[src/rtl/harness_pkg.sv]
// -----------------------------------------------------------------------------
// harness_pkg
// Shared definitions for the harness command sequencer:
//   - command byte codes of the simulation-harness byte protocol
//   - sequencer state enumeration (also exported on the debug port)
//   - ceil_div helper used for byte/word sizing
// -----------------------------------------------------------------------------
package harness_pkg;

  localparam logic [7:0] CMD_SAMPLE  = 8'd104;  // snapshot DUT outputs, stream them back
  localparam logic [7:0] CMD_QUIT    = 8'd105;  // enter HALT with done=1
  localparam logic [7:0] CMD_RST_ON  = 8'd106;  // assert dut_rst
  localparam logic [7:0] CMD_RST_OFF = 8'd107;  // release dut_rst
  localparam logic [7:0] CMD_STEP    = 8'd108;  // run STEP_CYCLES enabled DUT cycles
  localparam logic [7:0] CMD_LOAD    = 8'd109;  // load INPUT_BYTES payload bytes
  localparam logic [7:0] CMD_COUNT   = 8'd110;  // return cycle_count (optional feature)

  typedef enum logic [2:0] {
    ST_IDLE   = 3'd0,
    ST_LOAD   = 3'd1,
    ST_STEP   = 3'd2,
    ST_SAMPLE = 3'd3,
    ST_HALT   = 3'd4
  } state_t;

  function automatic int ceil_div(input int n, input int d);
    return (n + d - 1) / d;
  endfunction

endpackage

[src/rtl/harness_cmd_sequencer_if.sv]
// -----------------------------------------------------------------------------
// harness_cmd_sequencer_if
// Host-side byte streams of the sequencer.
//   cmd_data/cmd_valid/cmd_ready : command + payload bytes into the sequencer
//   rsp_data/rsp_valid/rsp_ready : response bytes out of the sequencer
// Handshake rule for both streams: a byte transfers on a rising clk edge where
// valid and ready are both 1. Once valid is raised, the sender holds valid and
// data stable until that transfer; ready may change freely.
// Modports:
//   master : host / bridge side (drives commands, consumes responses)
//   slave  : sequencer side
// -----------------------------------------------------------------------------
interface harness_cmd_sequencer_if;
  logic [7:0] cmd_data;
  logic       cmd_valid;
  logic       cmd_ready;
  logic [7:0] rsp_data;
  logic       rsp_valid;
  logic       rsp_ready;

  modport master (
    output cmd_data, cmd_valid, rsp_ready,
    input  cmd_ready, rsp_data, rsp_valid
  );

  modport slave (
    input  cmd_data, cmd_valid, rsp_ready,
    output cmd_ready, rsp_data, rsp_valid
  );
endinterface

[src/rtl/harness_rsp_serializer.sv]
// -----------------------------------------------------------------------------
// harness_rsp_serializer
// Loads a snapshot of up to MAX_WORDS 32-bit words and emits its low load_len
// bytes, least significant byte first, over a valid/ready byte stream.
// Ports:
//   clk, rst    : clock, synchronous active-high reset (drops any pending byte)
//   load        : capture load_data; first byte is valid on the next cycle
//   load_data   : snapshot, byte 0 in bits [7:0]
//   load_len    : number of bytes to emit (>= 1)
//   rsp_data    : current byte, stable while rsp_valid & ~rsp_ready
//   rsp_valid   : byte available
//   rsp_ready   : consumer accepts on valid & ready
//   last_done   : combinational pulse on the handshake of the final byte
// -----------------------------------------------------------------------------
module harness_rsp_serializer #(
  parameter int MAX_WORDS = 1
) (
  input  logic                                   clk,
  input  logic                                   rst,
  input  logic                                   load,
  input  logic [MAX_WORDS*32-1:0]                load_data,
  input  logic [$clog2(MAX_WORDS*4+1)-1:0]       load_len,
  output logic [7:0]                             rsp_data,
  output logic                                   rsp_valid,
  input  logic                                   rsp_ready,
  output logic                                   last_done
);

  localparam int DATA_W = MAX_WORDS * 32;
  localparam int LEN_W  = $clog2(MAX_WORDS * 4 + 1);

  logic [DATA_W-1:0] shift_q;   // bytes still to be presented, next one in [7:0]
  logic [LEN_W-1:0]  left_q;    // bytes remaining after the one on rsp_data

  logic xfer;
  assign xfer      = rsp_valid & rsp_ready;
  assign last_done = xfer & (left_q == '0);

  always_ff @(posedge clk) begin
    if (rst) begin
      shift_q   <= '0;
      left_q    <= '0;
      rsp_data  <= 8'h00;
      rsp_valid <= 1'b0;
    end else if (load) begin
      rsp_data  <= load_data[7:0];
      shift_q   <= load_data >> 8;
      left_q    <= load_len - LEN_W'(1);
      rsp_valid <= 1'b1;
    end else if (xfer) begin
      if (left_q == '0) begin
        rsp_valid <= 1'b0;
      end else begin
        // Next byte goes out on the cycle right after the handshake: no bubble.
        rsp_data <= shift_q[7:0];
        shift_q  <= shift_q >> 8;
        left_q   <= left_q - LEN_W'(1);
      end
    end
  end

endmodule

[src/rtl/harness_cmd_sequencer.sv]
// -----------------------------------------------------------------------------
// harness_cmd_sequencer
// Hardware counterpart of the simulation harness: decodes the host byte
// command protocol and drives a DUT's reset, input vector and clock enable,
// returning sampled DUT outputs as a byte stream.
// Optional feature macro: HARNESS_CYCLE_COUNT_EN
//   defined   : cycle_count port (enabled DUT cycles, wraps) and command 110
//               returning it as 4 bytes LSB first
//   undefined : no cycle_count port; 110 is treated as an unknown command
// Ports:
//   clk, rst       : clock, synchronous active-high reset
//   host           : command/response byte streams (slave modport)
//   dut_rst        : DUT reset, set by 106 and rst, cleared by 107
//   dut_clk_en     : DUT clock enable, high STEP_CYCLES cycles per step
//   dut_data_in    : DUT input vector, updated when a LOAD completes
//   dut_data_out   : DUT output vector, snapshotted by SAMPLE
//   done           : QUIT executed (sticky until rst)
//   error/err_code : unknown command seen and its byte (sticky until rst)
//   cycle_count    : optional, see above
//   state_dbg      : current sequencer state
// -----------------------------------------------------------------------------
module harness_cmd_sequencer
  import harness_pkg::*;
#(
  parameter int INPUT_SIZE  = 32,
  parameter int OUTPUT_SIZE = 32,
  parameter int STEP_CYCLES = 3
) (
  input  logic                   clk,
  input  logic                   rst,
  harness_cmd_sequencer_if.slave host,
  output logic                   dut_rst,
  output logic                   dut_clk_en,
  output logic [INPUT_SIZE-1:0]  dut_data_in,
  input  logic [OUTPUT_SIZE-1:0] dut_data_out,
  output logic                   done,
  output logic                   error,
  output logic [7:0]             err_code,
`ifdef HARNESS_CYCLE_COUNT_EN
  output logic [31:0]            cycle_count,
`endif
  output state_t                 state_dbg
);

  localparam int INPUT_BYTES  = ceil_div(INPUT_SIZE, 8);
  localparam int OUTPUT_WORDS = ceil_div(OUTPUT_SIZE, 32);
  localparam int SHADOW_W     = 8 * INPUT_BYTES;
  localparam int SNAP_W       = 32 * OUTPUT_WORDS;
  localparam int LEN_W        = $clog2(OUTPUT_WORDS * 4 + 1);
  localparam int LOAD_W       = $clog2(INPUT_BYTES + 1);
  localparam int STEP_W       = $clog2(STEP_CYCLES + 1);

  state_t                  state_q, state_d;
  logic                    dut_rst_d, dut_clk_en_d, done_d, error_d;
  logic [7:0]              err_code_d;
  logic [INPUT_SIZE-1:0]   dut_data_in_d;
  logic [SHADOW_W-1:0]     shadow_q, shadow_d, shadow_shift;
  logic [SHADOW_W+7:0]     shift_in;
  logic [LOAD_W-1:0]       load_cnt_q, load_cnt_d;
  logic [STEP_W-1:0]       step_cnt_q, step_cnt_d;
  logic [SNAP_W-1:0]       snap;
  logic                    ser_load, ser_last;
  logic [SNAP_W-1:0]       ser_data;
  logic [LEN_W-1:0]        ser_len;
  logic [7:0]              rsp_data_w;
  logic                    rsp_valid_w;
  logic                    cmd_fire;

  assign host.cmd_ready = (state_q == ST_IDLE) || (state_q == ST_LOAD);
  assign cmd_fire       = host.cmd_valid & host.cmd_ready;
  assign state_dbg      = state_q;

  // New payload byte enters at the top; after INPUT_BYTES bytes the first
  // byte received sits in the least significant position.
  assign shift_in     = {host.cmd_data, shadow_q};
  assign shadow_shift = shift_in[SHADOW_W+7:8];

  always_comb begin
    snap                   = '0;
    snap[OUTPUT_SIZE-1:0]  = dut_data_out;
  end

  // Next-state and next-output logic; every output is registered below.
  always_comb begin
    state_d       = state_q;
    dut_rst_d     = dut_rst;
    dut_clk_en_d  = dut_clk_en;
    dut_data_in_d = dut_data_in;
    done_d        = done;
    error_d       = error;
    err_code_d    = err_code;
    shadow_d      = shadow_q;
    load_cnt_d    = load_cnt_q;
    step_cnt_d    = step_cnt_q;
    ser_load      = 1'b0;
    ser_data      = snap;
    ser_len       = LEN_W'(OUTPUT_WORDS * 4);

    case (state_q)
      ST_IDLE: begin
        if (cmd_fire) begin
          case (host.cmd_data)
            CMD_SAMPLE: begin
              state_d  = ST_SAMPLE;
              ser_load = 1'b1;
            end
            CMD_QUIT: begin
              state_d = ST_HALT;
              done_d  = 1'b1;
            end
            CMD_RST_ON:  dut_rst_d = 1'b1;
            CMD_RST_OFF: dut_rst_d = 1'b0;
            CMD_STEP: begin
              state_d      = ST_STEP;
              dut_clk_en_d = 1'b1;
              // Counts the enabled cycles still to follow the first one.
              step_cnt_d   = STEP_W'(STEP_CYCLES - 1);
            end
            CMD_LOAD: begin
              state_d    = ST_LOAD;
              load_cnt_d = '0;
            end
`ifdef HARNESS_CYCLE_COUNT_EN
            CMD_COUNT: begin
              state_d  = ST_SAMPLE;
              ser_load = 1'b1;
              ser_data = SNAP_W'(cycle_count);
              ser_len  = LEN_W'(4);
            end
`endif
            default: begin
              state_d    = ST_HALT;
              error_d    = 1'b1;
              err_code_d = host.cmd_data;
            end
          endcase
        end
      end

      ST_LOAD: begin
        if (cmd_fire) begin
          shadow_d = shadow_shift;
          if (load_cnt_q == LOAD_W'(INPUT_BYTES - 1)) begin
            dut_data_in_d = shadow_shift[INPUT_SIZE-1:0];
            state_d       = ST_IDLE;
          end else begin
            load_cnt_d = load_cnt_q + LOAD_W'(1);
          end
        end
      end

      ST_STEP: begin
        if (step_cnt_q == '0) begin
          dut_clk_en_d = 1'b0;
          state_d      = ST_IDLE;
        end else begin
          step_cnt_d = step_cnt_q - STEP_W'(1);
        end
      end

      ST_SAMPLE: begin
        if (ser_last) state_d = ST_IDLE;
      end

      ST_HALT: begin
        // Terminal: everything holds until rst.
      end

      default: state_d = ST_HALT;
    endcase
  end

  always_ff @(posedge clk) begin
    if (rst) begin
      state_q     <= ST_IDLE;
      dut_rst     <= 1'b1;
      dut_clk_en  <= 1'b0;
      dut_data_in <= '0;
      done        <= 1'b0;
      error       <= 1'b0;
      err_code    <= 8'h00;
      shadow_q    <= '0;
      load_cnt_q  <= '0;
      step_cnt_q  <= '0;
    end else begin
      state_q     <= state_d;
      dut_rst     <= dut_rst_d;
      dut_clk_en  <= dut_clk_en_d;
      dut_data_in <= dut_data_in_d;
      done        <= done_d;
      error       <= error_d;
      err_code    <= err_code_d;
      shadow_q    <= shadow_d;
      load_cnt_q  <= load_cnt_d;
      step_cnt_q  <= step_cnt_d;
    end
  end

`ifdef HARNESS_CYCLE_COUNT_EN
  // Counts DUT cycles that actually ran (enable high); wraps naturally.
  always_ff @(posedge clk) begin
    if (rst) cycle_count <= '0;
    else if (dut_clk_en) cycle_count <= cycle_count + 32'd1;
  end
`endif

  harness_rsp_serializer #(
    .MAX_WORDS (OUTPUT_WORDS)
  ) u_rsp (
    .clk       (clk),
    .rst       (rst),
    .load      (ser_load),
    .load_data (ser_data),
    .load_len  (ser_len),
    .rsp_data  (rsp_data_w),
    .rsp_valid (rsp_valid_w),
    .rsp_ready (host.rsp_ready),
    .last_done (ser_last)
  );

  assign host.rsp_data  = rsp_data_w;
  assign host.rsp_valid = rsp_valid_w;

endmodule

[src/flat_wrapper.sv]
// flat-port wrapper written by rule: the top's interface ports become plain ports
module harness_cmd_sequencer_flat import harness_pkg::*;
#(
  parameter int INPUT_SIZE  = 32,
  parameter int OUTPUT_SIZE = 32,
  parameter int STEP_CYCLES = 3
)
  (clk, rst, dut_rst, dut_clk_en, dut_data_in, dut_data_out, done, error, err_code, state_dbg, host_cmd_data, host_cmd_valid, host_rsp_ready, host_cmd_ready, host_rsp_data, host_rsp_valid);
  harness_cmd_sequencer_if host_i ();
  input  logic clk;
  input  logic rst;
  output logic dut_rst;
  output logic dut_clk_en;
  output logic [INPUT_SIZE-1:0] dut_data_in;
  input  logic [OUTPUT_SIZE-1:0] dut_data_out;
  output logic done;
  output logic error;
  output logic [7:0] err_code;
  output state_t state_dbg;
  input wire logic [$bits(host_i.cmd_data)-1:0] host_cmd_data;
  input wire logic [$bits(host_i.cmd_valid)-1:0] host_cmd_valid;
  input wire logic [$bits(host_i.rsp_ready)-1:0] host_rsp_ready;
  output wire logic [$bits(host_i.cmd_ready)-1:0] host_cmd_ready;
  output wire logic [$bits(host_i.rsp_data)-1:0] host_rsp_data;
  output wire logic [$bits(host_i.rsp_valid)-1:0] host_rsp_valid;
  assign host_i.cmd_data = host_cmd_data;
  assign host_i.cmd_valid = host_cmd_valid;
  assign host_i.rsp_ready = host_rsp_ready;
  assign host_cmd_ready = host_i.cmd_ready;
  assign host_rsp_data = host_i.rsp_data;
  assign host_rsp_valid = host_i.rsp_valid;
  harness_cmd_sequencer #(.INPUT_SIZE(INPUT_SIZE), .OUTPUT_SIZE(OUTPUT_SIZE), .STEP_CYCLES(STEP_CYCLES)) u_core (.clk(clk), .rst(rst), .host(host_i), .dut_rst(dut_rst), .dut_clk_en(dut_clk_en), .dut_data_in(dut_data_in), .dut_data_out(dut_data_out), .done(done), .error(error), .err_code(err_code), .state_dbg(state_dbg));
endmodule
[config.mk]
export PLATFORM = sky130hd
export DESIGN_NAME = harness_cmd_sequencer_flat
export DESIGN_NICKNAME = d
export VERILOG_FILES = /design/src/rtl/harness_pkg.sv /design/src/rtl/harness_cmd_sequencer_if.sv /design/src/rtl/harness_rsp_serializer.sv /design/src/rtl/harness_cmd_sequencer.sv /design/src/flat_wrapper.sv
export SDC_FILE = /design/constraint.sdc
export NUM_CORES = 1
export LEC_CHECK = 0
export ABC_AREA = 1
export BUFFER_PORTS_ARGS = -buffer_cell sky130_fd_sc_hd__buf_2
export CAP_MARGIN = 20
export CORE_MARGIN = 2
export CORE_UTILIZATION = 62
export CTS_BUF_LIST = sky130_fd_sc_hd__clkbuf_4
export CTS_CLUSTER_SIZE = 20
export DETAILED_ROUTE_END_ITERATION = 16
export PLACE_DENSITY = 0.88
export SLEW_MARGIN = 5
export SYNTH_ARGS = -nofsm -noshare
export SYNTH_HDL_FRONTEND = slang
export SYNTH_HIERARCHICAL = 1
export SYNTH_SLANG_ARGS = --single-unit
[constraint.sdc]
create_clock -name clk -period 4.3 [get_ports clk]
set_input_delay 0 -clock clk [delete_from_list [all_inputs] [get_ports clk]]
set_output_delay 0 -clock clk [all_outputs]
set_load 0.03 [all_outputs]
# Word-level counts from Yosys, hierarchy flattened
# Cells that the tools add are included.
dict set report word_totals {
  regBits 120
  latchBits 0
  mem_bits_rw 0
  rom_bits 0
  in_bits 44
  wordCells 106
  n_memories 0
}
dict set report classes {
  add_sub_neg 3
  n_mul 0
  div_mod_pow 0
  n_lt_le_gt_ge 0
  n_eq_ne 22
  shifts 0
  n_mux 36
  bitwise_logic 6
  n_reduce_logical 24
}
# cell count
set ops {}
lappend ops {{$mux 24} 3}
lappend ops {{$eq 8x7->1 const B} 6}
lappend ops {{$mux 3} 9}
lappend ops {{$mux 8} 3}
lappend ops {{$pmux 3 s5} 1}
lappend ops {{$mux 2} 6}
lappend ops {{$ne 2x2->1 const B} 6}
lappend ops {{$pmux 3 s4} 1}
lappend ops {{$reduce_and 3->1} 4}
lappend ops {{$ne 2x1->1 const B} 5}
lappend ops {{$reduce_bool 2->1} 5}
lappend ops {{$eq 3x2->1 const B} 3}
lappend ops {{$mux 1} 9}
lappend ops {{$reduce_and 2->1} 4}
lappend ops {{$reduce_and 4->1} 2}
lappend ops {{$reduce_and 7->1} 1}
lappend ops {{$logic_not 3->1} 2}
lappend ops {{$pmux 3 s2} 1}
lappend ops {{$reduce_or 6->1} 1}
lappend ops {{$reduce_and 5->1} 1}
lappend ops {{$pmux 1 s2} 2}
lappend ops {{$pmux 2 s2} 1}
lappend ops {{$reduce_or 2->1} 2}
lappend ops {{$add 3x1->3 const B} 1}
lappend ops {{other kinds (8)} 12}

# Longest topological paths before layout
# Gate-level depths: netlist of the first run.
dict set report depth {
  ltp_word 7
  mapped_depth 16
}

# Cells and area by module
# The synthesis of the first run kept the hierarchy.
# mod n_inst cells_each area_per_inst_um2 seq_area_each_um2
set modules_own_cells {}
lappend modules_own_cells {harness_cmd_sequencer 1 437 3382.0 1521.5}
lappend modules_own_cells {harness_rsp_serializer 1 283 1978.1 720.7}

# Worst setup path after synthesis of the first run
# OpenSTA, ideal clock, no wires.
dict set report synth_path {
  path_type {reg2reg}
  start {reg u_core.state_q[1], in the netlist u_core/state_dbg[1]}
  end {reg u_core.u_rsp.left_q[1]}
  arrival_time_ns 2.230
  required_ns 4.226
  slack_ns 1.996
  stages_incl_launch_ff 12
  n_path_buf 2
  period_less_slack_ns 2.304
  path_cell_list {dfxtp_1 -> inv_2 -> nand2_4 -> nor2_8 -> nand2_2 -> nor3_1 -> buf_6 -> buf_2 -> mux2i_1 -> ha_1 -> nand3b_1 -> a21oi_1}
}
dict set report synth_via {
  elab_chain_len 7
}
# item line_no
set synth_rtl {}
lappend synth_rtl {{from (decl)} harness_cmd_sequencer.sv:53} ;# state_t state_q, state_d;
lappend synth_rtl {{from (signal assigned)} harness_cmd_sequencer.sv:186} ;# state_q <= state_d;
lappend synth_rtl {{$eq 3x1->1 / $logic_not 3->1 (equally long branches)} {harness_cmd_sequencer.sv:69, harness_cmd_sequencer.sv:99}}
lappend synth_rtl {{$logic_or 1x1->1} harness_cmd_sequencer.sv:69} ;# assign host.cmd_ready = (state_q == ST_IDLE) || (state_q == ST_LOAD);
lappend synth_rtl {{$and 1x1->1} harness_cmd_sequencer.sv:70} ;# assign cmd_fire = host.cmd_valid & host.cmd_ready;
lappend synth_rtl {{$mux 1} harness_cmd_sequencer.sv:101} ;# if (cmd_fire) begin
lappend synth_rtl {{$mux 1 (*)} harness_cmd_sequencer.sv:99} ;# case (state_q)
lappend synth_rtl {{via u_core.ser_load} harness_cmd_sequencer.sv:62} ;# logic ser_load, ser_last;
lappend synth_rtl {{$ne 2x1->1 (no line) / $reduce_bool 2->1 (equally long branches)} -}
lappend synth_rtl {{$reduce_and 2->1 (no line)} -}
lappend synth_rtl {{to (signal assigned)} harness_rsp_serializer.sv:48} ;# left_q <= load_len - LEN_W'(1);
lappend synth_rtl {{to (signal assigned)} harness_rsp_serializer.sv:57} ;# left_q <= left_q - LEN_W'(1);
lappend synth_rtl {{to (decl)} harness_rsp_serializer.sv:33} ;# logic [LEN_W-1:0] left_q;
# The timed path passes the listed nets; every way through them passes the cells marked *.
# A chain may end at the register's enable or synchronous reset.

# Final worst setup path of the first run
dict set report layout_path {
  start {reg u_core.state_q[1], in the netlist u_core/state_dbg[1]}
  end {reg u_core.u_rsp.shift_q[0]}
}
dict set report layout_via {
  elab_chain_len 7
}
# item line_no
set layout_rtl {}
lappend layout_rtl {{$eq 3x1->1 / $logic_not 3->1 (equally long branches)} {harness_cmd_sequencer.sv:69, harness_cmd_sequencer.sv:99}}
lappend layout_rtl {{$logic_or 1x1->1} harness_cmd_sequencer.sv:69}
lappend layout_rtl {{$and 1x1->1} harness_cmd_sequencer.sv:70}
lappend layout_rtl {{$mux 1} harness_cmd_sequencer.sv:101}
lappend layout_rtl {{$mux 1 (*)} harness_cmd_sequencer.sv:99}
lappend layout_rtl {{via u_core.ser_load} harness_cmd_sequencer.sv:62}
lappend layout_rtl {{$ne 2x1->1 (no line) / $reduce_bool 2->1 (equally long branches)} -}
lappend layout_rtl {{$reduce_and 2->1 (no line)} -}
lappend layout_rtl {{to (signal assigned)} harness_rsp_serializer.sv:47} ;# shift_q <= load_data >> 8;
lappend layout_rtl {{to (signal assigned)} harness_rsp_serializer.sv:56} ;# shift_q <= shift_q >> 8;
lappend layout_rtl {{to (decl)} harness_rsp_serializer.sv:32} ;# logic [DATA_W-1:0] shift_q;
# Marks and branches as above.

==> results of run 1 <==
## worst register-to-register path, cell delays in order, from the launching register on
cell	delay [ps]
dfxtp_1	430
inv_2	140
nand2_4	90
nor2_8	370
nand2_2	180
nor3_2	180
buf_4	420
inv_2	270
nand3_4	440
nand2_4	290
nand2_1	130
nand2_1	70
nor2_1	90
## worst paths after layout
check	from	end
max	u_core/state_dbg[1]	u_core/u_rsp/shift_q[0]
min	dut_data_out[11]	u_core/u_rsp/shift_q[3]
max reg2reg	u_core/state_dbg[1]	u_core/u_rsp/shift_q[0]
min reg2reg	u_core/dut_data_in[31]	u_core/dut_data_in[31]
## kinds of logic (layout without fill, tap and decap cells)
logic type / after synthesis / in the layout
AND/OR/NAND/NOR: 352 / 352
AO/OA/AOI/OAI: 135 / 135
other: 2 / 3
adder cells (fa/ha/maj): 4 / 4
buffers and inverters: 114 / 231
multiplexers: 1 / 1
flip-flops: 112 / 112
## state kept, by name, indices dropped and copies added (netlist names), 3 cells and up
signal	count
u_core/u_rsp/rsp_data	8
u_core/u_rsp/left_q	3
u_core/load_cnt_q	3
u_core/state_dbg	3
u_core/u_rsp/shift_q	24
u_core/shadow_q	24
u_core/dut_data_in	32
u_core/err_code	8
## per-layer routing
| metal | vias up | share of wire [%] |
|---|---|---|
| met4 | 0 | 2.0 |
| met2 | 142 | 49 |
| met5 | - | 0 |
| met1 | 2288 | 45 |
| li1 | 2535 | - |
| met3 | 23 | 4.6 |
## what timing repair did
action	in CTS	in global routing
hold buffers	39	0
hold endpoints to repair	58	0
buffers inserted	0	0
## final cells by class
class	instances	area, µm²	area share [%]
Multi-Input combinational cell	495	2540	40.5
Sequential cell	112	2240	35.8
Timing Repair Buffer	143	941	15.0
Inverter	72	270	4.31
Tap cell	105	131	2.10
Clock inverter	7	78.8	1.26
Clock buffer	9	67.6	1.08
## cell usage in the layout, fill, tap and decap left out, types with 2 or more instances in the layout
| master | n |
|---|---|
| clkbuf_4 | 9 |
| inv_8 | 2 |
| nand2_4 | 3 |
| buf_2 | 100 |
| buf_4 | 3 |
| dlygate4sd3_1 | 39 |
| ha_1 | 4 |
| nand3_4 | 2 |
| nand3_1 | 79 |
| nor2_1 | 78 |
| a21oi_2 | 28 |
| o21a_1 | 10 |
| inv_2 | 6 |
| o21ai_1 | 29 |
| nor2_2 | 3 |
| conb_1 | 3 |
| and2_1 | 7 |
| inv_1 | 66 |
| nand2_1 | 133 |
| dfxtp_1 | 112 |
| nor2_4 | 3 |
| nand2_2 | 29 |
| o21ai_0 | 7 |
| a21oi_1 | 60 |
| nand4_1 | 2 |
| clkinv_8 | 2 |
| and2_0 | 7 |
| clkinvlp_4 | 2 |
## power groups by stage
| stage | combinational, mW | sequential (mW) | clock [mW] |
|---|---|---|---|
| finish | 0.561 | 1.13 | 0.520 |
| global route | 0.622 | 1.14 | 0.565 |
| CTS | 0.554 | 1.13 | 0.531 |
| detailed placement | 0.524 | 1.15 | 0 |
| global placement | 0.516 | 1.15 | 0 |
| floorplan | 0.347 | 1.22 | 0 |
==> impl_metrics.ini, run 1 <==
[cells_and_area]
final_area_um2 = 6270
synthToLayoutAreaGrowth_pct = 17.0
layout.nets = 881
layout-drive-gt1-share_pct = 23.5
finish.utilization_pct = 75.5
antenna_cells = 0
instances_no_fill = 943
fill_cells = 594

[clocking]
cts_resized = 0
clockBufferDepth = 2
cts_inserted_buffers = 9
cts_tree = built
cts_sinks = 112
h-tree-depth = 3
clk_pin_slew_worst_paths_ps = 180
root_buffer = clkbuf_4
insertion_delay_ps = 470

[synth]
yosysMostFrequentCell = nand2_1
synth_largest_area_cell = dfxtp_1
ys_warn_count = 6
synth-seq-cells = 112
syn-mean-instance-area_um2 = 7.44
ys.flop_type = dfxtp_1
synth_cells = 720
synth.cell_area_um2 = 5360
synthTopCellsByCount = nand2_1, dfxtp_1, nand3_1, nor2_1, inv_1
ys_top_cells_by_area = dfxtp_1, nand2_1, nand3_1, a21oi_1, nor2_1
synth.area.mux_share_pct = 0.187
synth-adder-area-share_pct = 0.934
synth_cell_types = 34
synth_top_area_share_pct = 41.8
synthArstFlopShare_pct = 0
synth_top_family_by_area = simple AND/OR/NAND/NOR gates
synthSimpleGateAreaFrac_pct = 30.9
synth-edff-count = 0
synth_compound_area_share_pct = 15.1
synthXorXnorAreaFrac_pct = 0
yosysSeqAreaShare_pct = 41.8

[timing]
drv_slew = 0
skew_ps = 17.1
setup-tns-final_ps = 0
fmax_ghz = 0.317
rsz0062_at_grt = no
hold_viol = 0
fin_crit_ps = 3160
maxSlewHeadroom_pct = 51.3
setup_viol = 0
fin_crit_sh_pct = 73.4
worst_slack_ps = 1140
tightest_slew_ps = 730
timing.hold.ws_ps = 24.3

[power]
switching_share_pct = 36.2
clkPwrFrac_pct = 23.5
vdd_ir_drop_max_v = 0.000321
p_seq_share_pct = 51.1
power.density_nw_per_um2 = 353
combPwrFrac_pct = 25.4
power_mw = 2.21
p_int_mw = 1.41
p_switching_mw = 0.801
total_leakage_power_nw = 2.61

[worst_setup_path]
worstPathMaxFanout = 47
path_cells = inv_2 > nand2_4 > nor2_8 > nand2_2 > nor3_2 > buf_4 > inv_2 > nand3_4 > nand2_4 > nand2_1 > nand2_1 > nor2_1
slowest_stage = nand3_4
crit_required_ps = 4700
worstSetupEndpointType = flip-flop
crit_buf_inv = 3
cp_data_arrival_time_ps = 3560
rrSetupSlack_ps = 1140
cp_num_cells = 12
critPathLaunchType = flip-flop
crit_family = simple AND/OR/NAND/NOR gates
max_stage_delay_ps = 440
worstSetupPathType = reg2reg
reg2regPathDepth = 12

[grt]
use_met1_pct = 34.0
grtUsageTotal_pct = 26.3
antenna_found_initial = 0
grtUsageMet2_pct = 43.9
met3_usage_pct = 4.12
busiest_layer = met2
grt_pass1_vias = 4720
globalRouteOverflowTotal = 0
grt_start_max_net_pins = 65
grt_pass1_wl_mm = 21.0

[drt]
num_vias = 4988
viasPerCell = 5.29
route.detailed.drc = 0
detail-route-antenna-nets = 0
drtPass1Iterations = 7
finalWirelength_mm = 12.3
wl_per_cell_um = 13.0
first_iter_violations = 330

[place]
place_area_um2 = 5710
placed_cells = 887
pre_cts_slack_ps = 1250
place_hpwl_mm = 7.93
gp_congestion = 0.947
portBuffers = 100

[floorplan]
rows = 33
design.die.area_um2 = 9410
die_width_um = 97.0
die_h_um = 97.0
ios = 101
start_util_pct = 64.6
core_area_um2 = 8300

[flow_run]
maxCapViolations = 0

[min_path]
hold_depth = 6
hp-class = in2reg

[status]
status = finished, final reports clean
Power figures use the tool's default switching activity.
==> inputs of run 2 (changes only) <==
--- a/config.mk
+++ b/config.mk
@@ -5,15 +5,15 @@
 export SDC_FILE = /design/constraint.sdc
 export NUM_CORES = 1
 export LEC_CHECK = 0
-export ABC_AREA = 1
+export ABC_AREA = 0
 export BUFFER_PORTS_ARGS = -buffer_cell sky130_fd_sc_hd__buf_2
 export CAP_MARGIN = 20
 export CORE_MARGIN = 2
-export CORE_UTILIZATION = 62
+export CORE_UTILIZATION = 56
 export CTS_BUF_LIST = sky130_fd_sc_hd__clkbuf_4
 export CTS_CLUSTER_SIZE = 20
 export DETAILED_ROUTE_END_ITERATION = 16
-export PLACE_DENSITY = 0.88
+export PLACE_DENSITY = 0.82
 export SLEW_MARGIN = 5
 export SYNTH_ARGS = -nofsm -noshare
 export SYNTH_HDL_FRONTEND = slang
==> constraint.sdc (replaced) <==
create_clock -name clk -period 3.1 [get_ports clk]
set_input_delay 0 -clock clk [delete_from_list [all_inputs] [get_ports clk]]
set_output_delay 0 -clock clk [all_outputs]
set_load 0.03 [all_outputs]
==> impl_metrics.ini, run 2 <==
[synth]
synthArstFlopShare_pct = 0
synthTopCellsByCount = nand2_1, dfxtp_1, a21oi_1, inv_1, a221oi_2
yosysMostFrequentCell = nand2_1
synth_largest_area_cell = dfxtp_1
ys.flop_type = dfxtp_1
synth_cell_types = 47
ys_top_cells_by_area = dfxtp_1, nand2_1, a21oi_1, a221oi_2, mux2i_1
ys_warn_count = 6
synth_cells = 562
synth.cell_area_um2 = 4780
syn-mean-instance-area_um2 = 8.51
synth-edff-count = 0
yosysSeqAreaShare_pct = 46.9
synth_top_area_share_pct = 46.9
synth-seq-cells = 112

[floorplan]
design.die.area_um2 = 9290
start_util_pct = 57.9
ios = 101
core_area_um2 = 8260
die_width_um = 96.4
rows = 33
die_h_um = 96.4

[clocking]
insertion_delay_ps = 470
cts_sinks = 112
clockBufferDepth = 2
cts_resized = 0
root_buffer = clkbuf_4
cts_inserted_buffers = 9
cts_tree = built
clk_pin_slew_worst_paths_ps = 180
h-tree-depth = 3

[worst_setup_path]
crit_required_ps = 3430
cp_data_arrival_time_ps = 2750
reg2regPathDepth = 8
worstSetupPathType = reg2reg
timing.rr.end = u_core/u_rsp/left_q[2]
rrSetupSlack_ps = 680
worstSetupEndpointType = flip-flop
reg2reg_from = u_core/state_dbg[1]
worstPathMaxFanout = 16
endpoint = u_core/u_rsp/left_q[2]
crit_start = u_core/state_dbg[1]
critPathLaunchType = flip-flop

[place]
place_area_um2 = 5210
portBuffers = 100
place_hpwl_mm = 6.88
gp_congestion = 0.794

[power]
vdd_ir_drop_max_v = 0.000414
p_switching_mw = 0.748
p_seq_share_pct = 58.4
p_int_mw = 1.80
clkPwrFrac_pct = 28.8
combPwrFrac_pct = 12.7
switching_share_pct = 29.4
power.density_nw_per_um2 = 440
total_leakage_power_nw = 2.25

[timing]
fin_crit_ps = 2420
maxSlewHeadroom_pct = 43.5
hold_viol = 0
fmax_ghz = 0.413
drv_slew = 0
tightest_slew_ps = 848
fin_crit_sh_pct = 78.2
setup-tns-final_ps = 0
skew_ps = 18.4
setup_viol = 0
rsz0062_at_grt = no

[drt]
drtPass1Iterations = 4
route.detailed.drc = 0
viasPerCell = 5.46
first_iter_violations = 339
num_vias = 4311
wl_per_cell_um = 14.5
detail-route-antenna-nets = 0
finalWirelength_mm = 11.5

[grt]
grt_pass1_vias = 3935
globalRouteOverflowTotal = 0
antenna_found_initial = 0
grtUsageTotal_pct = 24.9
grt_pass1_wl_mm = 18.2
grt_start_max_net_pins = 72

[cells_and_area]
layout.nets = 727
layout-drive-gt1-share_pct = 22.7
final_common_cell = nand2_1
regMostFlops = u_core/dut_data_in
layout_common_cells = nand2_1, dfxtp_1, buf_2
largest_reg_flops = 32
synthToLayoutAreaGrowth_pct = 20.8
final_area_um2 = 5780
antenna_cells = 0
largest_registers = u_core/dut_data_in (32), u_core/shadow_q (24), u_core/u_rsp/shift_q (24)

[min_path]
hp-class = in2reg

[flow_run]
maxCapViolations = 0

[status]
status = finished, final reports clean
[run 2: changes by cell type after synthesis, sizes merged, moves of 11 or more]
cell	delta
mux2i	+11
a221oi	+25
nand3	-68
nand2	-15
clkbuf	+11
o21ai	-33
nor2	-68
inv	-40
and2	-12
[run 2: area by class of cell]
class | instances | area, µm²
timing repair buffer | 150 | 996
clock buffer | 9 | 67.6
tap | 105 | 131
clock inverter | 7 | 81.3
multi-input combinational | 374 | 2140
fill | 646 | 2480
sequential | 112 | 2240
inverter | 32 | 120
[run 2: what timing repair did]
action	4_1_cts	5_1_grt
hold buffers	42	0
buffers inserted	0	0
hold endpoints to repair	63	0
[run 2: per-stage QoR]
step | hold WS (ps) | util (%) | power [mW] | setup WS, ps | cells
finish | 79.3 | 69.9 | 2.54 | 676 | 789
global route | 80.8 | 69.9 | 2.66 | 552 | 789
CTS | 70.8 | 69.9 | 2.55 | 686 | 789
detailed placement | 267 | 63.0 | 1.79 | 709 | 731
global placement | 260 | 63.0 | 1.78 | 849 | 731
floorplan | 136 | - | 1.73 | 401 | 564
[run 2: per-layer routing]
layer | part of all wire, % | up-vias | global-route usage, %
met2 | 49 | 170 | 42.2
met5 | 0 | - | 0
met1 | 43 | 1992 | 32.0
li1 | - | 2138 | -
met4 | 1.1 | 0 | 7.04
met3 | 6.6 | 11 | 5.51
[run 2: worst max-delay path, stage by stage, from the launching register on]
cell     delay, ps
dfxtp_1        500
or4b_4         550
nor2_1         220
and3b_2        300
mux2i_1        220
ha_1           230
nand3_1         90
nand3_1        100
a31oi_1         80
[run 2: logic make-up after synthesis]
group / after synthesis / share of synthesized area (%)
other cells: 2 / 0.157
fa+ha+maj: 4 / 1.05
simple gates: 209 / 18.8
mux: 13 / 2.75
flops: 112 / 46.9
buf+inv: 78 / 8.61
compound gates: 142 / 21.4
xor+xnor: 2 / 0.366
[run 2: worst min-delay path by stage]
stage,start,end,depth (start not counted),slack (ps)
after floorplan,host_cmd_data[3],u_core/shadow_q[27],2,140
after global placement,dut_data_out[19],u_core/u_rsp/shift_q[11],3,260
after detailed placement,dut_data_out[27],u_core/u_rsp/shift_q[19],3,270
after CTS,rst,u_core/err_code[4],2,70
after global routing,rst,u_core/err_code[7],2,80
final,rst,u_core/err_code[5],2,80
[run 2: power by group through the flow]
stage	combinational [mW]	sequential [mW]	clock, mW
after floorplan	0.180	1.54	0
after global placement	0.270	1.51	0
after detailed placement	0.274	1.52	0
after CTS	0.315	1.49	0.753
after global routing	0.346	1.49	0.818
final	0.324	1.49	0.733
==> inputs of run 3 (changes only) <==
--- a/config.mk
+++ b/config.mk
@@ -5,15 +5,15 @@
 export SDC_FILE = /design/constraint.sdc
 export NUM_CORES = 1
 export LEC_CHECK = 0
-export ABC_AREA = 0
+export ABC_AREA = 1
 export BUFFER_PORTS_ARGS = -buffer_cell sky130_fd_sc_hd__buf_2
 export CAP_MARGIN = 20
 export CORE_MARGIN = 2
-export CORE_UTILIZATION = 56
+export CORE_UTILIZATION = 52
 export CTS_BUF_LIST = sky130_fd_sc_hd__clkbuf_4
 export CTS_CLUSTER_SIZE = 20
 export DETAILED_ROUTE_END_ITERATION = 16
-export PLACE_DENSITY = 0.82
+export PLACE_DENSITY = 0.79
 export SLEW_MARGIN = 5
 export SYNTH_ARGS = -nofsm -noshare
 export SYNTH_HDL_FRONTEND = slang
==> constraint.sdc (replaced) <==
create_clock -name clk -period 2.2 [get_ports clk]
set_input_delay 0 -clock clk [delete_from_list [all_inputs] [get_ports clk]]
set_output_delay 0 -clock clk [all_outputs]
set_load 0.03 [all_outputs]
==> impl_metrics.ini, run 3 (synthesis results as in run 1) <==
[timing]
fin_crit_ps = 2030
hold_viol = 0
skew_ps = 32.6
setup-tns-final_ps = 0
timing.hold.ws_ps = 39.3
drv_slew = 0
fmax_ghz = 0.492
maxSlewHeadroom_pct = 63.6
setup_viol = 0
rsz0062_at_grt = no
tightest_slew_ps = 545
fin_crit_sh_pct = 92.4

[power]
total_leakage_power_nw = 2.70
power.density_nw_per_um2 = 667
vdd_ir_drop_max_v = 0.000356

[cells_and_area]
layout.nets = 896
layout_common_cells = nand2_1, dfxtp_1, buf_2
antenna_cells = 0
synthToLayoutAreaGrowth_pct = 20.7
fill_cells = 893
regArea_um2 = 2240
finish.utilization_pct = 63.5
layout-drive-gt1-share_pct = 24.6
multiInputGateArea_um2 = 2560
final_common_cell = nand2_1
regMostFlops = u_core/dut_data_in
largest_reg_flops = 32
largest_registers = u_core/dut_data_in (32), u_core/shadow_q (24), u_core/u_rsp/shift_q (24)

[floorplan]
ios = 101
die_h_um = 106
core_area_um2 = 10200
design.die.area_um2 = 11100
die_width_um = 106
start_util_pct = 52.6
rows = 37

[min_path]
hp-start = dut_data_out[16]
hp-class = in2reg

[grt]
globalRouteOverflowTotal = 0
antenna_found_initial = 0
grtUsageTotal_pct = 22.6
grt_start_max_net_pins = 47
grt_pass1_wl_mm = 20.9
grt_pass1_vias = 4786

[place]
place_hpwl_mm = 8.07
portBuffers = 100
gp_congestion = 0.884

[clocking]
cts_inserted_buffers = 9
h-tree-depth = 3
insertion_delay_ps = 470
cts_sinks = 112
clk_pin_slew_worst_paths_ps = 160
clockBufferDepth = 2
root_buffer = clkbuf_4
cts_tree = built

[worst_setup_path]
worstSetupPathType = in2reg
critPathLaunchType = primary input
cp_data_arrival_time_ps = 2420
worstPathMaxFanout = 23
path_cells = dlygate4sd3_1 > buf_2 > inv_1 > nand2_1 > nor2_2 > nand3_1 > nor3_4 > buf_12 > mux2i_1 > ha_1 > nand3b_1 > a21oi_1
crit_buf_inv = 4
worstSetupEndpointType = flip-flop
max_stage_delay_ps = 540
slowest_stage = dlygate4sd3_1
crit_family = buffers and inverters
reg2reg_from = u_core/state_dbg[1]
crit_required_ps = 2580
crit_start = host_cmd_data[7]

[drt]
first_iter_violations = 299
drtPass1Iterations = 5
route.detailed.drc = 0
finalWirelength_mm = 12.7
wl_per_cell_um = 12.8
viasPerCell = 5.14
detail-route-antenna-nets = 0
num_vias = 5082

[flow_run]
maxCapViolations = 0

[status]
status = finished, final reports clean
## run 3: per-stage QoR
stage	cell area, µm²	power [mW]	setup WS [ps]	cells
after global placement	5840	3.28	170	927
after detailed placement	5840	3.30	78.3	927
after floorplan	5370	3.07	28.1	721
after CTS	6410	4.34	18.9	986
after global routing	6470	4.57	39.5	989
final	6470	4.32	167	989
## run 3: final timing paths
| check | endpoint | slack (ps) | cells past startpoint |
|---|---|---|---|
| worst min register to register | u_core/dut_data_in[5] | 450 | 2 |
| worst max-delay path | u_core/u_rsp/left_q[1] | 170 | 12 |
| worst max register to register | u_core/u_rsp/left_q[1] | 180 | 10 |
| worst min-delay path | u_core/u_rsp/shift_q[8] | 40 | 6 |
## run 3: tightest hold or removal path: stages
cell	delay, ps
buf_2	90
nand2_1	50
and2_1	120
nand3_1	90
nand2_1	80
nor2_1	30
## run 3: what timing repair did
| item | 4_1_cts | 5_1_grt |
|---|---|---|
| hold endpoints to repair | 61 | 0 |
| hold buffers | 43 | 0 |
| buffers inserted | 0 | 2 |
| setup endpoints to repair | 0 | 22 |
| gates resized for setup | 0 | 4 |
## run 3: power breakdown
| group | internal, mW | total, mW | switching (mW) |
|---|---|---|---|
| sequential | 2.14 | 2.20 | 0.0659 |
| combinational | 0.368 | 1.13 | 0.762 |
| clock | 0.266 | 0.984 | 0.718 |
| total | 2.77 | 4.32 | 1.55 |
## run 3: area by class of cell
class | instances | share of cell area (%)
Timing Repair Buffer | 158 | 16.8
Sequential cell | 112 | 34.7
Clock buffer | 9 | 1.04
Multi-Input combinational cell | 495 | 39.5
Inverter | 72 | 4.22
Clock inverter | 7 | 1.12
Tap cell | 136 | 2.63
## run 3: routing by layer
metal  wire [µm]  global-route usage, %
met1        5380                   27.1
met5           0                      0
met3         574                   4.02
met2        6290                   39.4
met4         437                   10.2
